--- config.mk ---
export PLATFORM = sky130hd
export DESIGN_NAME = iter_barrel_shifter
export DESIGN_NICKNAME = d
export VERILOG_FILES = /design/src/rtl/iter_barrel_shifter.sv
export SDC_FILE = /design/constraint.sdc
export NUM_CORES = 1
export LEC_CHECK = 0
export CAP_MARGIN = 0
export CORE_MARGIN = 5
export CORE_UTILIZATION = 59
export CTS_CLUSTER_SIZE = 20
export DETAILED_ROUTE_END_ITERATION = 8
export PLACE_DENSITY_LB_ADDON = 0.3
export SYNTH_ARGS = -nofsm -noshare
export SYNTH_HDL_FRONTEND = slang
export SYNTH_SLANG_ARGS = --single-unit
--- constraint.sdc ---
create_clock -name clk -period 6.8 [get_ports clk]
set_input_delay 0.68 -clock clk [delete_from_list [all_inputs] [get_ports clk]]
set_output_delay 0.68 -clock clk [all_outputs]
set_load 0.1 [all_outputs]
--- src/rtl/iter_barrel_shifter.sv ---
// iter_barrel_shifter: sequential barrel shifter applying one binary-weighted
// shift stage per clock (stage k shifts by 2^k when amount bit k is set).
// Modes: 00 SLL, 01 SRL, 10 SRA, 11 ROL. Results leave on a valid/ready port.
// Optional build macro ITER_SHIFT_SKIP_ZERO_EN: finish as soon as no higher
// amount bits remain set (an amount of 0 goes straight to HOLD at accept).
module iter_barrel_shifter #(
    parameter int WIDTH = 16,
    parameter int SHW   = 4
) (
    input  logic             clk,
    input  logic             rst_n,
    input  logic             in_valid,
    output logic             in_ready,
    input  logic [WIDTH-1:0] in_data,
    input  logic [SHW-1:0]   in_amt,
    input  logic [1:0]       in_mode,
    output logic             out_valid,
    input  logic             out_ready,
    output logic [WIDTH-1:0] out_data,
    output logic             busy
);

    typedef enum logic [1:0] {
        IDLE  = 2'd0,
        SHIFT = 2'd1,
        HOLD  = 2'd2
    } state_t;

    state_t state, state_next;

    logic [WIDTH-1:0] data_q;
    logic [SHW-1:0]   amt_q;
    logic [1:0]       mode_q;
    logic [SHW-1:0]   k_q;

    logic [SHW:0]     step;
    logic [SHW:0]     back;
    logic [WIDTH-1:0] sra_val;
    logic [WIDTH-1:0] stage_out;
    logic             stage_done;
    logic             accept;
    logic             bypass;

    // One mux layer: shift the data register by 2^k in the captured mode
    always_comb begin
        step    = (SHW+1)'(1) << k_q;
        back    = (SHW+1)'(WIDTH) - step;
        sra_val = $signed(data_q) >>> step;
        stage_out = data_q;
        if (amt_q[k_q]) begin
            case (mode_q)
                2'b00:   stage_out = data_q << step;
                2'b01:   stage_out = data_q >> step;
                2'b10:   stage_out = sra_val;
                default: stage_out = (data_q << step) | (data_q >> back);
            endcase
        end
    end

    // Decide whether the stage applied this cycle is the final one
    always_comb begin
`ifdef ITER_SHIFT_SKIP_ZERO_EN
        stage_done = (k_q == SHW'(SHW-1)) || (((amt_q >> k_q) >> 1) == '0);
        bypass     = (in_amt == '0);
`else
        stage_done = (k_q == SHW'(SHW-1));
        bypass     = 1'b0;
`endif
    end

    // State register
    always_ff @(posedge clk or negedge rst_n) begin
        if (!rst_n) begin
            state <= IDLE;
        end else begin
            state <= state_next;
        end
    end

    // Next-state and handshake outputs
    always_comb begin
        state_next = state;
        in_ready   = 1'b0;
        out_valid  = 1'b0;
        busy       = 1'b0;
        accept     = 1'b0;
        case (state)
            IDLE: begin
                in_ready = 1'b1;
                if (in_valid) begin
                    accept     = 1'b1;
                    state_next = bypass ? HOLD : SHIFT;
                end
            end
            SHIFT: begin
                busy = 1'b1;
                if (stage_done) begin
                    state_next = HOLD;
                end
            end
            HOLD: begin
                busy      = 1'b1;
                out_valid = 1'b1;
                if (out_ready) begin
                    state_next = IDLE;
                end
            end
            default: state_next = IDLE;
        endcase
    end

    // Operand capture, per-stage data update and result register
    always_ff @(posedge clk or negedge rst_n) begin
        if (!rst_n) begin
            data_q   <= '0;
            amt_q    <= '0;
            mode_q   <= '0;
            k_q      <= '0;
            out_data <= '0;
        end else begin
            if (accept) begin
                data_q <= in_data;
                amt_q  <= in_amt;
                mode_q <= in_mode;
                k_q    <= '0;
                if (bypass) begin
                    out_data <= in_data;
                end
            end else if (state == SHIFT) begin
                data_q <= stage_out;
                // k stops at the last applied stage so it never passes SHW-1
                if (stage_done) begin
                    out_data <= stage_out;
                end else begin
                    k_q <= k_q + 1'b1;
                end
            end
        end
    end

endmodule
# Yosys cells after proc, flatten, opt, wreduce, memory -nomap -nowiden
# Index checks and enable logic that the tools add are counted.
[totals]
regBits = 44
input_bits = 26
output_inout_bits = 19
[op_classes]
n_addsub = 2
n_lt_le_gt_ge = 1
n_eq_ne = 9
n_shift = 5
muxes = 18
bitwise_logic = 2
reduce_logical = 7
[op_table]
columns = ["operator", "n"]
rows = [
  ["two-way mux 16 bit", 3],
  ["one-hot mux 16 bit (3 select lines)", 1],
  ["right shift 16 x 5 -> 16 bit", 2],
  ["OR 16 bit", 1],
  ["left shift 16 x 5 -> 16 bit", 1],
  [">>> shifter 16 x 5 -> 16 bit", 1],
  ["two-way mux 4 bit", 3],
  ["two-way mux 1 bit", 6],
  ["two-way mux 2 bit", 3],
  ["inequality test 2 bit, second input constant", 3],
  ["one-hot mux 2 bit (3 select lines)", 1],
  ["AND reduction 3 bit", 2],
  ["left shift 1 x 4 -> 5 bit, first input constant", 1],
  ["subtractor 5 bit, first input constant", 1],
  ["adder 4 x 1 -> 4 bit, second input constant", 1],
  ["== test 2 x 1 -> 1 bit, second input constant", 2],
  ["== test 2 bit, second input constant", 2],
  ["== test 4 x 2 -> 1 bit, second input constant", 1],
  ["logical NOT 2 bit", 2],
  ["less-than comparator 4 x 3 -> 1 bit, second input constant", 1],
  ["binary-select mux 1 bit (select 2 bit)", 1],
  ["inequality test 2 x 1 -> 1 bit, second input constant", 1],
  ["AND reduction 2 bit", 1],
  ["nonzero test 2 bit", 1],
  ["other kinds (2)", 2],
]

# Longest topological paths before layout
[depth]
ltp_word = 8
mapped_depth = 16

# Worst setup path before layout
# No wires, ideal clock.
[synth_timing]
kind = "reg-to-reg"
startpoint = "reg k_q[0]"
endpoint = "reg data_q[2]"
setup_time_ns = 0.126
t_arrival_ns = 3.509
t_required_ns = 6.674
slack_ns = 3.165
stages_incl_launch_ff = 17
n_path_buf = 5
synth_period_minus_slack_ns = 3.635
cell_sequence = "dfrtp_1 -> inv_1 -> ha_1 -> nor3b_4 -> inv_2 -> buf_6 -> buf_6 -> buf_6 -> ha_1 -> clkbuf_1 -> inv_1 -> clkbuf_1 -> nor3_1 -> a21o_1 -> a211oi_2 -> a21oi_1 -> a221o_1"
[synth_between]
elab_chain_len = 8
[synth_rtl]
columns = ["item", "line", "rtl"]
rows = [
  ["start, declared", "34", "logic [SHW-1:0] k_q;"],
  ["start signal, assigned", "135", "k_q <= k_q + 1'b1;"],
  ["left shift 1 x 4 -> 5 bit", "46", "step = (SHW+1)'(1) << k_q;"],
  ["subtractor 5 bit", "47", "back = (SHW+1)'(WIDTH) - step;"],
  ["right shift 16 x 5 -> 16 bit", "55", "default: stage_out = (data_q << step) | (data_q >> back);"],
  ["OR 16 bit", "55", ""],
  ["one-hot mux 16 bit (3 select lines)", "51", "case (mode_q)"],
  ["two-way mux 16 bit *", "50", "if (amt_q[k_q]) begin"],
  ["two-way mux 16 bit *", "129", "end else if (state == SHIFT) begin"],
  ["two-way mux 16 bit *", "121", "if (accept) begin"],
  ["end signal, assigned", "122", "data_q <= in_data;"],
  ["end signal, assigned", "130", "data_q <= stage_out;"],
  ["end, declared", "31", "logic [WIDTH-1:0] data_q;"],
]
# Mark *: on every way between the ends. The rest lies on a longest branch, timed or not. The select of a mux whose other input is x is not followed.
# A chain may end at the register's enable or synchronous reset.

# Worst setup path in the final report
[layout_timing]
startpoint = "reg k_q[0]"
endpoint = "reg out_data[7]"
[layout_between]
elab_chain_len = 6
[layout_rtl]
columns = ["item", "line", "rtl"]
rows = [
  ["left shift 1 x 4 -> 5 bit", "46", ""],
  ["subtractor 5 bit", "47", ""],
  ["right shift 16 x 5 -> 16 bit", "55", ""],
  ["OR 16 bit", "55", ""],
  ["one-hot mux 16 bit (3 select lines)", "51", ""],
  ["two-way mux 16 bit", "50", ""],
  ["end signal, assigned", "127", "out_data <= in_data;"],
  ["end signal, assigned", "133", "out_data <= stage_out;"],
  ["end, declared", "19", "output logic [WIDTH-1:0] out_data,"],
]
# Parallel ways exist; a longest one is shown, timed or not. The select of a mux whose other input is x is not followed.

==> reports/results.txt <==
Required @ worst endpoint -> 6.95 ns
Area occupied by registers -> 1100 sq um
Asr flop ratio synth -> 100%
Total die area -> 10600 sq um
Row count -> 34
Synth cell count leaders -> nand2_1 (101), nor2_1 (62), a21oi_1 (51)
RSZ-0062 raised after global routing -> false
Io pins -> 45
Startpoint types -> register
Detailed Place HPWL -> 15.0 mm
Hold depth -> 2
Drt pass-1 iters -> 6
Overflow after GRT -> 0
Multi-input logic area -> 3640 sq um
Largest net degree at the start of global routing -> 53
Setup Fix Bufs, Post-CTS -> 0
DRC errors left -> 0
Post-synthesis cell count -> 689
Diodes inserted -> 0
CP Class -> reg -> reg
Number of synthesized flops with an enable pin -> 0
Fill cells -> 765
Synth Flop Type -> dfrtp_1
Max-slew violation count -> 0
Critical-path top delay cell -> xnor2_1
Final nets -> 718
Synth Warn # -> 0
Initial antenna violation count -> 1
Drt total wl -> 21.0 mm
Initial Utilization -> 59.5%
Worst path most repeated cell -> ha_1
FMAX -> 198 MHz
Wire length per cell -> 26.6 um
Max-slew headroom -> 3.48%
Post-CTS Hold Buffers -> 0
Synthesized Nets -> 724
Worst-path fanout max -> 52
PostCTS Resize Cnt -> 0
Hold/Removal Path Class -> reg -> reg
Max Cap Viol -> 0
First-pass GRT wire length -> 32.0 mm
Final TNS setup -> 0 ns
Post-synth top area share -> 21.5%
Netlist cell types -> 83
Layout area overhead -> 8.86%
Post-synth top area cell -> dfrtp_1
Worst Tran Pin Value -> 1.44 ns
Count of input and output buffers -> 44
Main area contributors after synthesis -> dfrtp_1 (22%), nand2_1 (7.4%), mux2i_1 (6.1%), a21oi_1 (5.0%), nor2_1 (4.6%)
H-tree depth -> 2
Count leader, synth -> nand2_1
Final setup fails -> 0
Die W -> 103 um
Root Buffer -> clkbuf_8
Clock transition at path regs -> 0.08 ns
Antenna Nets Post-Route -> 0
Slowest Stage Delay on Critical Path -> 1.15 ns
Post-Syn Area -> 5110 sq um
Synth Register Bits -> 44
CTS tree -> built
Clk buf depth -> 2
Critical Path AT -> 5.20 ns
Clock Sinks -> 44
Sequential area share after synthesis -> 21.5%
Status -> completed
Final critical-path required period -> 5.04 ns
WHS -> 0.489 ns
Clk_lat worst skew -> 0.30 ns
Skew final -> 0.0122 ns
Crit path cell chain -> inv_1, ha_1, buf_4, nor3b_4, inv_2, ha_1, xnor2_1, nor2_1, a31oi_1, nand3_1, nor3_1, o31ai_1
Final hold vios -> 0
Tcrit/Tclk final -> 74.2%
Share of cells above drive strength 1 -> 7.89%
Routability cong. -> 1.14
Core Area -> 8590 sq um
Vias/cell -> 7.62
Crit end category -> register
Vias -> 6037
Cells on worst reg2reg path -> 12
Detailed Route Iter0 Violations -> 871
Total track usage -> 39.8%
TritonCTS Buffers -> 5
Mean Syn Cell Area -> 7.42 sq um
Die Y -> 103 um
Vias in the first global route -> 5596
[registers in the layout, summed over array words and instances, names as in the netlist]
register and cells:
mode_q 2, data_q 16, state 2, k_q 4, out_data 16, amt_q 4
[logic make-up after synthesis]
family	Yosys count	share of synthesized area (%)
AO/OA/AOI/OAI	237	31.7
multiplexers	45	10.7
buffers and inverters	85	7.27
AND/OR/NAND/NOR	264	25.7
XOR/XNOR	5	0.857
flip-flops	44	21.5
adder cells (fa/ha/maj)	9	2.20
[layout by cell type (no fill, tap or decap), types with 10 or more instances in the layout]
cell type	synthesis	layout
nand2_1	101	101
o31ai_1	12	12
a31oi_1	13	13
dfrtp_1	44	44
inv_1	15	15
buf_4	0	11
nor3b_1	12	12
mux2i_1	31	31
a2111oi_0	10	10
a21oi_1	51	51
o21ai_0	36	36
nand3_1	13	13
o22ai_1	14	14
clkdlybuf4s50_1	0	43
nor2_1	62	62
a211oi_1	25	25
nor3_1	16	16
[path summary, 6_finish.rpt]
path                                       from                       to  slack, ns
hold / removal             amt_q[2]$_DFFE_PN0P_     amt_q[2]$_DFFE_PN0P_       0.49
min in group asynchronous                 rst_n    data_q[7]$_DFFE_PN0P_       0.52
max in group asynchronous                 rst_n    mode_q[0]$_DFFE_PN0P_       5.67
setup reg to reg             k_q[0]$_DFFE_PN0P_  out_data[7]$_DFFE_PN0P_       1.76
hold reg to reg            amt_q[2]$_DFFE_PN0P_     amt_q[2]$_DFFE_PN0P_       0.49
setup / recovery             k_q[0]$_DFFE_PN0P_  out_data[7]$_DFFE_PN0P_       1.76
[cell type report]
type	instances	share of cell area [%]
multi-input cells	560	65.4
inverters	17	1.15
repair buffers	55	9.31
well taps	108	2.43
flip-flops and latches	44	19.8
clock inverters	2	0.630
clock buffers	6	1.30
[per-stage QoR]
step | utilization [%] | instances | instance area [sq um] | setup WS [ns]
6_report | 64.7 | 792 | 5560 | 1.76
3_5_place_dp | 63.5 | 784 | 5460 | 1.99
4_1_cts | 64.7 | 792 | 5560 | 1.98
5_1_grt | 64.7 | 792 | 5560 | 1.52
3_3_place_gp | 63.5 | 784 | 5460 | 2.18
2_1_floorplan | - | 689 | 5110 | 3.16
[metal layers]
layer | GRT usage, % | vias to the layer above | wire (um) | part of all wire (%)
li1 | - | 2564 | - | -
met1 | 52.6 | 2776 | 7690 | 37
met2 | 56.3 | 538 | 8570 | 41
met3 | 13.4 | 157 | 3110 | 15
met4 | 22.9 | 2 | 1670 | 7.9
met5 | 0 | - | 13 | 0.062
[worst max-delay path: cells and delay by family, from the launching register on]
| family | cells | cell delay, ns |
|---|---|---|
| and+or+nand+nor | 4 | 1.28 |
| xor gates and xnor gates | 1 | 1.15 |
| AOI/OAI and AO/OA | 2 | 0.41 |
| buffers and inverters | 3 | 0.99 |
| DFF | 1 | 0.44 |
| adders and majority gates | 2 | 0.59 |
Power is left out: the tool's default activity adds up to more than one toggle a clock period on the data nets, which glitch-free logic cannot reach.
